--- config.mk ---
export PLATFORM = sky130hd
export DESIGN_NAME = branch_compare_seq
export DESIGN_NICKNAME = d
export VERILOG_FILES = /design/src/rtl/branch_compare_seq.sv
export SDC_FILE = /design/constraint.sdc
export NUM_CORES = 1
export LEC_CHECK = 0
export ABC_AREA = 1
export CAP_MARGIN = 0
export CORE_MARGIN = 3
export CORE_UTILIZATION = 46
export DETAILED_ROUTE_END_ITERATION = 10
export GPL_TIMING_DRIVEN = 0
export PLACE_DENSITY = 0.76
export SLEW_MARGIN = 10
export SYNTH_ARGS = -nofsm -noshare
export SYNTH_HDL_FRONTEND = slang
export SYNTH_SLANG_ARGS = --single-unit
--- constraint.sdc ---
create_clock -name clk -period 2.6 [get_ports clk]
set_input_delay 0.65 -clock clk [delete_from_list [all_inputs] [get_ports clk]]
set_output_delay 0.65 -clock clk [all_outputs]
set_load 0.005 [all_outputs]
--- src/rtl/branch_compare_seq.sv ---
// Multi-cycle RISC-V branch comparator: resolves BEQ/BNE/BLT/BGE/BLTU/BGEU by
// walking the operands CHUNK bits per cycle from the MSB end, stopping early.
module branch_compare_seq #(
    parameter int XLEN  = 32,
    parameter int CHUNK = 8
) (
    input  logic            clk,
    input  logic            reset,
    input  logic            start,
    input  logic [XLEN-1:0] rs1_value,
    input  logic [XLEN-1:0] rs2_value,
    input  logic [2:0]      cmp_op,
    output logic            busy,
    output logic            done,
    output logic            jump_condition,
    output logic            illegal_op
);

    localparam int NCHUNK = XLEN / CHUNK;
    localparam int IDX_W  = (NCHUNK > 1) ? $clog2(NCHUNK) : 1;

    localparam logic [XLEN-1:0]  MSB_MASK = ~({XLEN{1'b1}} >> 1);
    localparam logic [IDX_W-1:0] LAST_IDX = IDX_W'(NCHUNK - 1);

    localparam logic [2:0] OP_BEQ  = 3'b000;
    localparam logic [2:0] OP_BNE  = 3'b001;
    localparam logic [2:0] OP_BLT  = 3'b100;
    localparam logic [2:0] OP_BGE  = 3'b101;
    localparam logic [2:0] OP_BLTU = 3'b110;
    localparam logic [2:0] OP_BGEU = 3'b111;

    typedef enum logic {
        S_IDLE,
        S_CMP
    } state_t;

    state_t            r_state;
    logic [XLEN-1:0]   r_a;
    logic [XLEN-1:0]   r_b;
    logic [2:0]        r_op;
    logic [IDX_W-1:0]  r_idx;
    logic              r_busy;
    logic              r_done;
    logic              r_jump;
    logic              r_illegal;

    logic [XLEN-1:0]   w_sign_mask;
    logic [CHUNK-1:0]  w_a_chunk;
    logic [CHUNK-1:0]  w_b_chunk;
    logic              w_chunk_ne;
    logic              w_chunk_lt;
    logic              w_op_illegal;

    // Flipping both sign bits maps signed order onto unsigned order, so the
    // chunk walk never needs to know whether the op is signed.
    assign w_sign_mask = ((cmp_op == OP_BLT) || (cmp_op == OP_BGE)) ? MSB_MASK : '0;

    always_comb begin
        w_a_chunk = '0;
        w_b_chunk = '0;
        for (int i = 0; i < NCHUNK; i++) begin
            if (r_idx == IDX_W'(i)) begin
                w_a_chunk = r_a[XLEN-1-i*CHUNK -: CHUNK];
                w_b_chunk = r_b[XLEN-1-i*CHUNK -: CHUNK];
            end
        end
    end

    assign w_chunk_ne   = (w_a_chunk != w_b_chunk);
    assign w_chunk_lt   = (w_a_chunk <  w_b_chunk);
    assign w_op_illegal = (r_op[2:1] == 2'b01);

    function automatic logic f_jump(input logic [2:0] op, input logic eq, input logic lt);
        logic res;
        case (op)
            OP_BEQ:           res = eq;
            OP_BNE:           res = !eq;
            OP_BLT, OP_BLTU:  res = lt;
            OP_BGE, OP_BGEU:  res = !lt;
            default:          res = 1'b0;
        endcase
        return res;
    endfunction

    always_ff @(posedge clk or posedge reset) begin
        if (reset) begin
            r_state   <= S_IDLE;
            r_a       <= '0;
            r_b       <= '0;
            r_op      <= '0;
            r_idx     <= '0;
            r_busy    <= 1'b0;
            r_done    <= 1'b0;
            r_jump    <= 1'b0;
            r_illegal <= 1'b0;
        end else begin
            r_done <= 1'b0;
            case (r_state)
                S_IDLE: begin
                    if (start) begin
                        r_a     <= rs1_value ^ w_sign_mask;
                        r_b     <= rs2_value ^ w_sign_mask;
                        r_op    <= cmp_op;
                        r_idx   <= '0;
                        r_busy  <= 1'b1;
                        r_state <= S_CMP;
                    end
                end
                S_CMP: begin
                    if (w_op_illegal) begin
                        r_jump    <= 1'b0;
                        r_illegal <= 1'b1;
                        r_done    <= 1'b1;
                        r_busy    <= 1'b0;
                        r_state   <= S_IDLE;
                    end else if (w_chunk_ne) begin
                        r_jump    <= f_jump(r_op, 1'b0, w_chunk_lt);
                        r_illegal <= 1'b0;
                        r_done    <= 1'b1;
                        r_busy    <= 1'b0;
                        r_state   <= S_IDLE;
                    end else if (r_idx == LAST_IDX) begin
                        r_jump    <= f_jump(r_op, 1'b1, 1'b0);
                        r_illegal <= 1'b0;
                        r_done    <= 1'b1;
                        r_busy    <= 1'b0;
                        r_state   <= S_IDLE;
                    end else begin
                        r_idx <= r_idx + 1'b1;
                    end
                end
                default: begin
                    r_state <= S_IDLE;
                    r_busy  <= 1'b0;
                end
            endcase
        end
    end

    assign busy           = r_busy;
    assign done           = r_done;
    assign jump_condition = r_jump;
    assign illegal_op     = r_illegal;

endmodule
Word-level counts from Yosys, hierarchy flattened
Cells that the tools add are included.

Bits in registers: 74. Input bits: 70. Output and inout bits: 4. Logic and storage cells: 77.

Add/sub/neg operators: 1. $lt $le $gt $ge: 1. Equality and inequality tests: 17. Muxes and demuxes: 34. Bitwise operators: 3. Reductions and logical operators: 12.

Operators with widths (number): $mux W8 (8); $xor A32 B32 Y32 (2); $mux W32 (1); $eq A3 B3 Y1 const B (6); $mux W1 (17); $lt A8 B8 Y1 (1); $mux W2 (4); $ne A2 B2 Y1 const B (4); $ne A8 B8 Y1 (1); $reduce_and A2 Y1 (3); $eq A2 B1 Y1 const B (2); $eq A2 B2 Y1 const B (2); $ne A4 B1 Y1 const B (1); $pmux W1 S2 (2); $pmux W2 S2 (1); $reduce_and A4 Y1 (1); $reduce_or A2 Y1 (2); $eq A3 B1 Y1 const B (1); $logic_not A3 Y1 (1); $pmux W1 S3 (1); $reduce_bool A3 Y1 (1); $reduce_or A3 Y1 (1); $add A2 B1 Y2 const B (1); $logic_not A2 Y1 (1); 3 further kinds (3).

Depth between registers and ports, before layout
Depth in word-level cells: 10. Depth in mapped cells: 20. Gate-level depth less buffers: 20.

Worst setup path after synthesis
No wires, ideal clock.

Kind: flip-flop to flip-flop. From: reg r_idx[1]. To: reg r_idx[0]. Setup time: 0.121 ns. Data arrival time: 2.296 ns. Data required time: 2.479 ns. Setup slack: 0.184 ns. Stages on the path, launching flop included: 19. Buffers on the path: 2. Clock period less this slack: 2.416 ns. Path through: dfrtp_1 > inv_1 > ha_1 > buf_2 > nor2_4 > buf_4 > a22oi_1 > o21ai_0 > o21ai_0 > ha_1 > nand2_1 > nor2_1 > nand2_1 > nor2_2 > nor2_4 > inv_6 > nand2_4 > nand2_1 > o21ai_1.

Cells in the longest elaborated chain, start to end: 8. Elaborated cells between the ends (all ways): 16. Classes of those cells: eq/ne (6); mux (8); reduce/logical (2).

RTL lines: from (decl) (line 41) `logic [IDX_W-1:0] r_idx;`; from (signal assigned) (line 129) `r_idx <= r_idx + 1'b1;`; $logic_not A2 Y1 (line 62) `if (r_idx == IDX_W'(i)) begin`; $mux W8 (4 in a row) (line 62); $ne A8 B8 Y1 (line 69) `assign w_chunk_ne = (w_a_chunk != w_b_chunk);`; $ne A2 B2 Y1 (no source line); $reduce_and A4 Y1 (no source line) *.

Every way passes the cells marked *; elsewhere a longest branch is shown, timed or not. A chain may end at the register's enable or synchronous reset.

Worst setup path after layout
From: reg r_idx[0]. To: reg r_jump (netlist: jump_condition).

Cells in the longest elaborated chain, start to end: 10. Elaborated cells between the ends (all ways): 20. Classes of those cells: order compare (1); eq/ne (4); mux (11); reduce/logical (4).

RTL lines: $logic_not A2 Y1 (line 62); $mux W8 (4 in a row) (line 62); $lt A8 B8 Y1 (line 70) `assign w_chunk_lt = (w_a_chunk < w_b_chunk);`; $logic_not A1 Y1 (line 79) `OP_BGE, OP_BGEU: res = !lt;`; $pmux W1 S3 (line 75) `case (op)`; $mux W1 (line 116) `end else if (w_chunk_ne) begin`; $mux W1 (line 110) `if (w_op_illegal) begin`; to (signal assigned) (line 117) `r_jump <= f_jump(r_op, 1'b0, w_chunk_lt);`; to (signal assigned) (line 123) `r_jump <= f_jump(r_op, 1'b1, 1'b0);`; to (decl) (line 44) `logic r_jump;`.

Several ways; a longest one is shown, not always the timed one.

==> out/qor.txt <==
H-Tree Depth -> 3
Cell Pwr Density -> 1144 mW/mm2
CTS Buf Count -> 9
Synth warnings -> 0
Row count -> 31
Later-pin clock latency in the skew report -> 0.34 ns
CP Launch Type -> flop
Psw -> 2081 uW
Initial antenna violation count -> 0
Top sig layer -> met4
RSZ-0062 raised after global routing -> yes
Max Freq -> 386.4 MHz
Critical Path Sink Type -> flop
Cells after Synth -> 340
Port-buffer cells -> 73
Worst Tran Pin Value -> 0.3497 ns
Mux cell area share after synthesis -> 15.62%
Switch share -> 37.32%
Adder-Cell Fraction of Synth Area -> 4.194%
# setup viols final -> 0
Total power -> 5575 uW
Worst hold path type -> flop to flop
Multi-input logic area -> 0.001604 mm2
Clk buf depth -> 2
CTS sink count -> 74
Gate power share -> 47.5%
Antenna cells -> 0
Seq/Total Area, Yosys -> 51.73%
CP Max Fanout -> 5
DP HPWL -> 6.254 mm
Vias per cell -> 5.216
Routed wire length -> 8.969 mm
WL met3 -> 598 um
Initial detailed-routing violation count -> 165
Clock network fraction of design power -> 15.6%
Int Power -> 3495 uW
Die area -> 0.008876 mm2
Synthesized flop and latch total -> 74
Largest family of logic cells by synthesized area -> multiplexers
First-pass GRT wire length -> 14.28 mm
Slew headroom -> 76.69%
Fraction of layout cells with a size suffix above 1 -> 29.00%
Vias in the first global route -> 2895
Via count -> 2801
Clock transition at path regs -> 0.07 ns
Cell area after synthesis -> 0.003580 mm2
Final net count -> 516
Max Cap Violations -> 0
Tmin final -> 2.588 ns
Congestion Overflow GR -> 0
Data arrival, critical path -> 2.82 ns
FF/Latch Area -> 0.001853 mm2
CTS tree -> done
CORE AREA -> 0.007408 mm2
Required arrival time at the worst endpoint -> 2.84 ns
Placer Congestion -> 0.8668
Root cell of the clock tree -> clkbuf_8
Peak VDD IR -> 0.0004777 V
DR DRC count -> 0
Final period util -> 99.53%
GRT Overall Usage -> 21.09%
Final hold viol count -> 0
Antenna Nets Post-Route -> 0
Avg Cell Area, Syn -> 10.53 um2
DR WL met2 -> 4.487 mm
Register share of total power -> 36.9%
Die Height -> 94.22 um
M1 WL -> 3.717 mm
Fraction of the mapped netlist area in compound gates -> 12.55%
Leak -> 0.002186 uW
Slew Viols, Final -> 0
Status -> complete, no violations
Worst Skew -> 0.003194 ns
Area Overhead vs Synth -> 36.11%
Fillers -> 581
Die W -> 94.22 um
Post-route setup TNS -> 0 ns
Syn Nets -> 422
First-pass DRT Iterations -> 7
Worst Setup Path Type -> flop to flop
Hold-fix buffers, CTS -> 0
Largest net degree at the start of global routing -> 50
Avg WL per Cell -> 16.70 um
Synth cell types -> 28
Post-Synth XOR/XNOR Area -> 0.7340%
I/O pin count -> 74
Initial Util -> 48.32%
Synth Area in Simple Gates -> 8.598%
-- power by group through the flow --
stage	clock network, uW	logic, uW	registers, uW
after floorplan	0	1610	1940
after global placement	0	2090	2010
after detailed placement	0	2180	2040
after CTS	876	2350	2020
after global routing	925	2950	2110
final	869	2650	2060
-- final timing paths --
| kind | from | endpoint | slack (ns) | cells past startpoint |
|---|---|---|---|---|
| min in group asynchronous | reset | r_b[19] | 0.63 | 2 |
| max in group asynchronous | reset | r_idx[0] | 1.40 | 3 |
| min | jump_condition | jump_condition | 0.49 | 2 |
| max reg2reg | r_idx[0] | jump_condition | 0.01 | 17 |
| max | r_idx[0] | jump_condition | 0.01 | 17 |
| min reg2reg | jump_condition | jump_condition | 0.49 | 2 |
-- through the flow --
step / hold WS [ns] / instance area (um2) / instances / utilization (%) / setup slack (ns)
final: 0.4873 / 4872 / 537 / 65.77 / 0.01218
after global routing: 0.5185 / 4872 / 537 / 65.77 / -0.1523
after CTS: 0.4870 / 4742 / 535 / 64.01 / 0.01035
after detailed placement: 0.4680 / 4464 / 513 / 60.26 / -0.2388
after global placement: 0.4549 / 4434 / 512 / 59.85 / -1.122
after floorplan: 0.4530 / 3580 / 340 / - / 0.06838
-- worst max-delay path: stages, from the launching register on --
cell and delay [ns]:
dfrtp_2 0.46, inv_4 0.09, ha_4 0.14, inv_4 0.04, nor2_4 0.19, buf_6 0.17
a22oi_1 0.07, o21ai_1 0.14, o21ai_1 0.09, ha_1 0.33, a21oi_2 0.16, nor2_1 0.06
nor2_1 0.18, nand2_1 0.11, nand2_1 0.07, nand3_1 0.07, nand2_1 0.07, nand2_1 0.04
-- state kept, by name, indices dropped and copies added, names as in the netlist --
name / count
busy: 1
done: 1
illegal_op: 1
jump_condition: 1
r_a: 32
r_b: 32
r_idx: 2
r_op: 3
r_state: 1
-- routing by layer --
| metal | GRT usage [%] | vias up |
|---|---|---|
| met4 | 7.341 | 0 |
| li1 | - | 1335 |
| met3 | 4.567 | 14 |
| met1 | 27.53 | 1360 |
| met2 | 34.63 | 92 |
| met5 | 0 | - |
-- cells by family (layout without fill, tap and decap cells) --
| group | count (synthesis) | in the layout |
|---|---|---|
| simple gates | 72 | 72 |
| flops | 74 | 74 |
| mux | 49 | 49 |
| compound gates | 81 | 81 |
| fa+ha+maj | 12 | 12 |
| buf+inv | 49 | 147 |
| xor+xnor | 3 | 3 |
-- repair_timing --
action,CTS,global route
endpoints found under the setup margin,7,6
buffers inserted,6,3
pin swaps,13,22
gates cloned,1,0
gates resized for setup,28,50
-- synthesized netlist by cell type --
library cell	count	share of area, %
clkbuf_1	6	0.63
o21ai_1	1	0.14
o21ai_0	29	4.1
dfrtp_1	74	52
o21ai_2	1	0.24
buf_4	5	1.0
nand2_4	1	0.31
a22oi_1	10	2.1
nand3b_1	1	0.21
inv_2	2	0.21
nand2_2	1	0.17
inv_6	1	0.24
nor2_2	1	0.17
a21oi_1	34	4.8
nand2_1	39	4.1
mux2_2	47	15
buf_6	3	0.94
xor2_1	2	0.49
o211ai_1	6	1.3
ha_1	12	4.2
nand3_1	3	0.42
inv_1	28	2.9
nor2_1	23	2.4
xnor2_1	1	0.24
mux2_4	2	0.84
nor2_4	2	0.63
or2_2	1	0.17
buf_2	4	0.56
-- layout by cell type, fill, tap and decap left out, drive strengths merged --
cell type      netlist  routed
dfrtp               74      74
clkdlybuf4s50        0      73
mux2                49      49
nand2               41      41
a21oi               34      34
o21ai               31      31
inv                 31      30
nor2                26      26
buf                 12      24
clkbuf               6      16
ha                  12      12
a22oi               10      10
o211ai               6       6
nand3                3       3
clkinv               0       3
xor2                 2       2
nand3b               1       1
xnor2                1       1
or2                  1       1
bufinv               0       1
-- layout make-up --
class | count | share of cell area (%)
sequential | 74 | 38.03
multi-input combinational | 217 | 32.92
timing repair buffer | 84 | 17.26
clock buffer | 12 | 2.979
buffer | 17 | 2.748
inverter | 31 | 2.696
tap | 99 | 2.542
clock inverter | 3 | 0.8218
No activity file was read; power rests on OpenSTA's default activity.
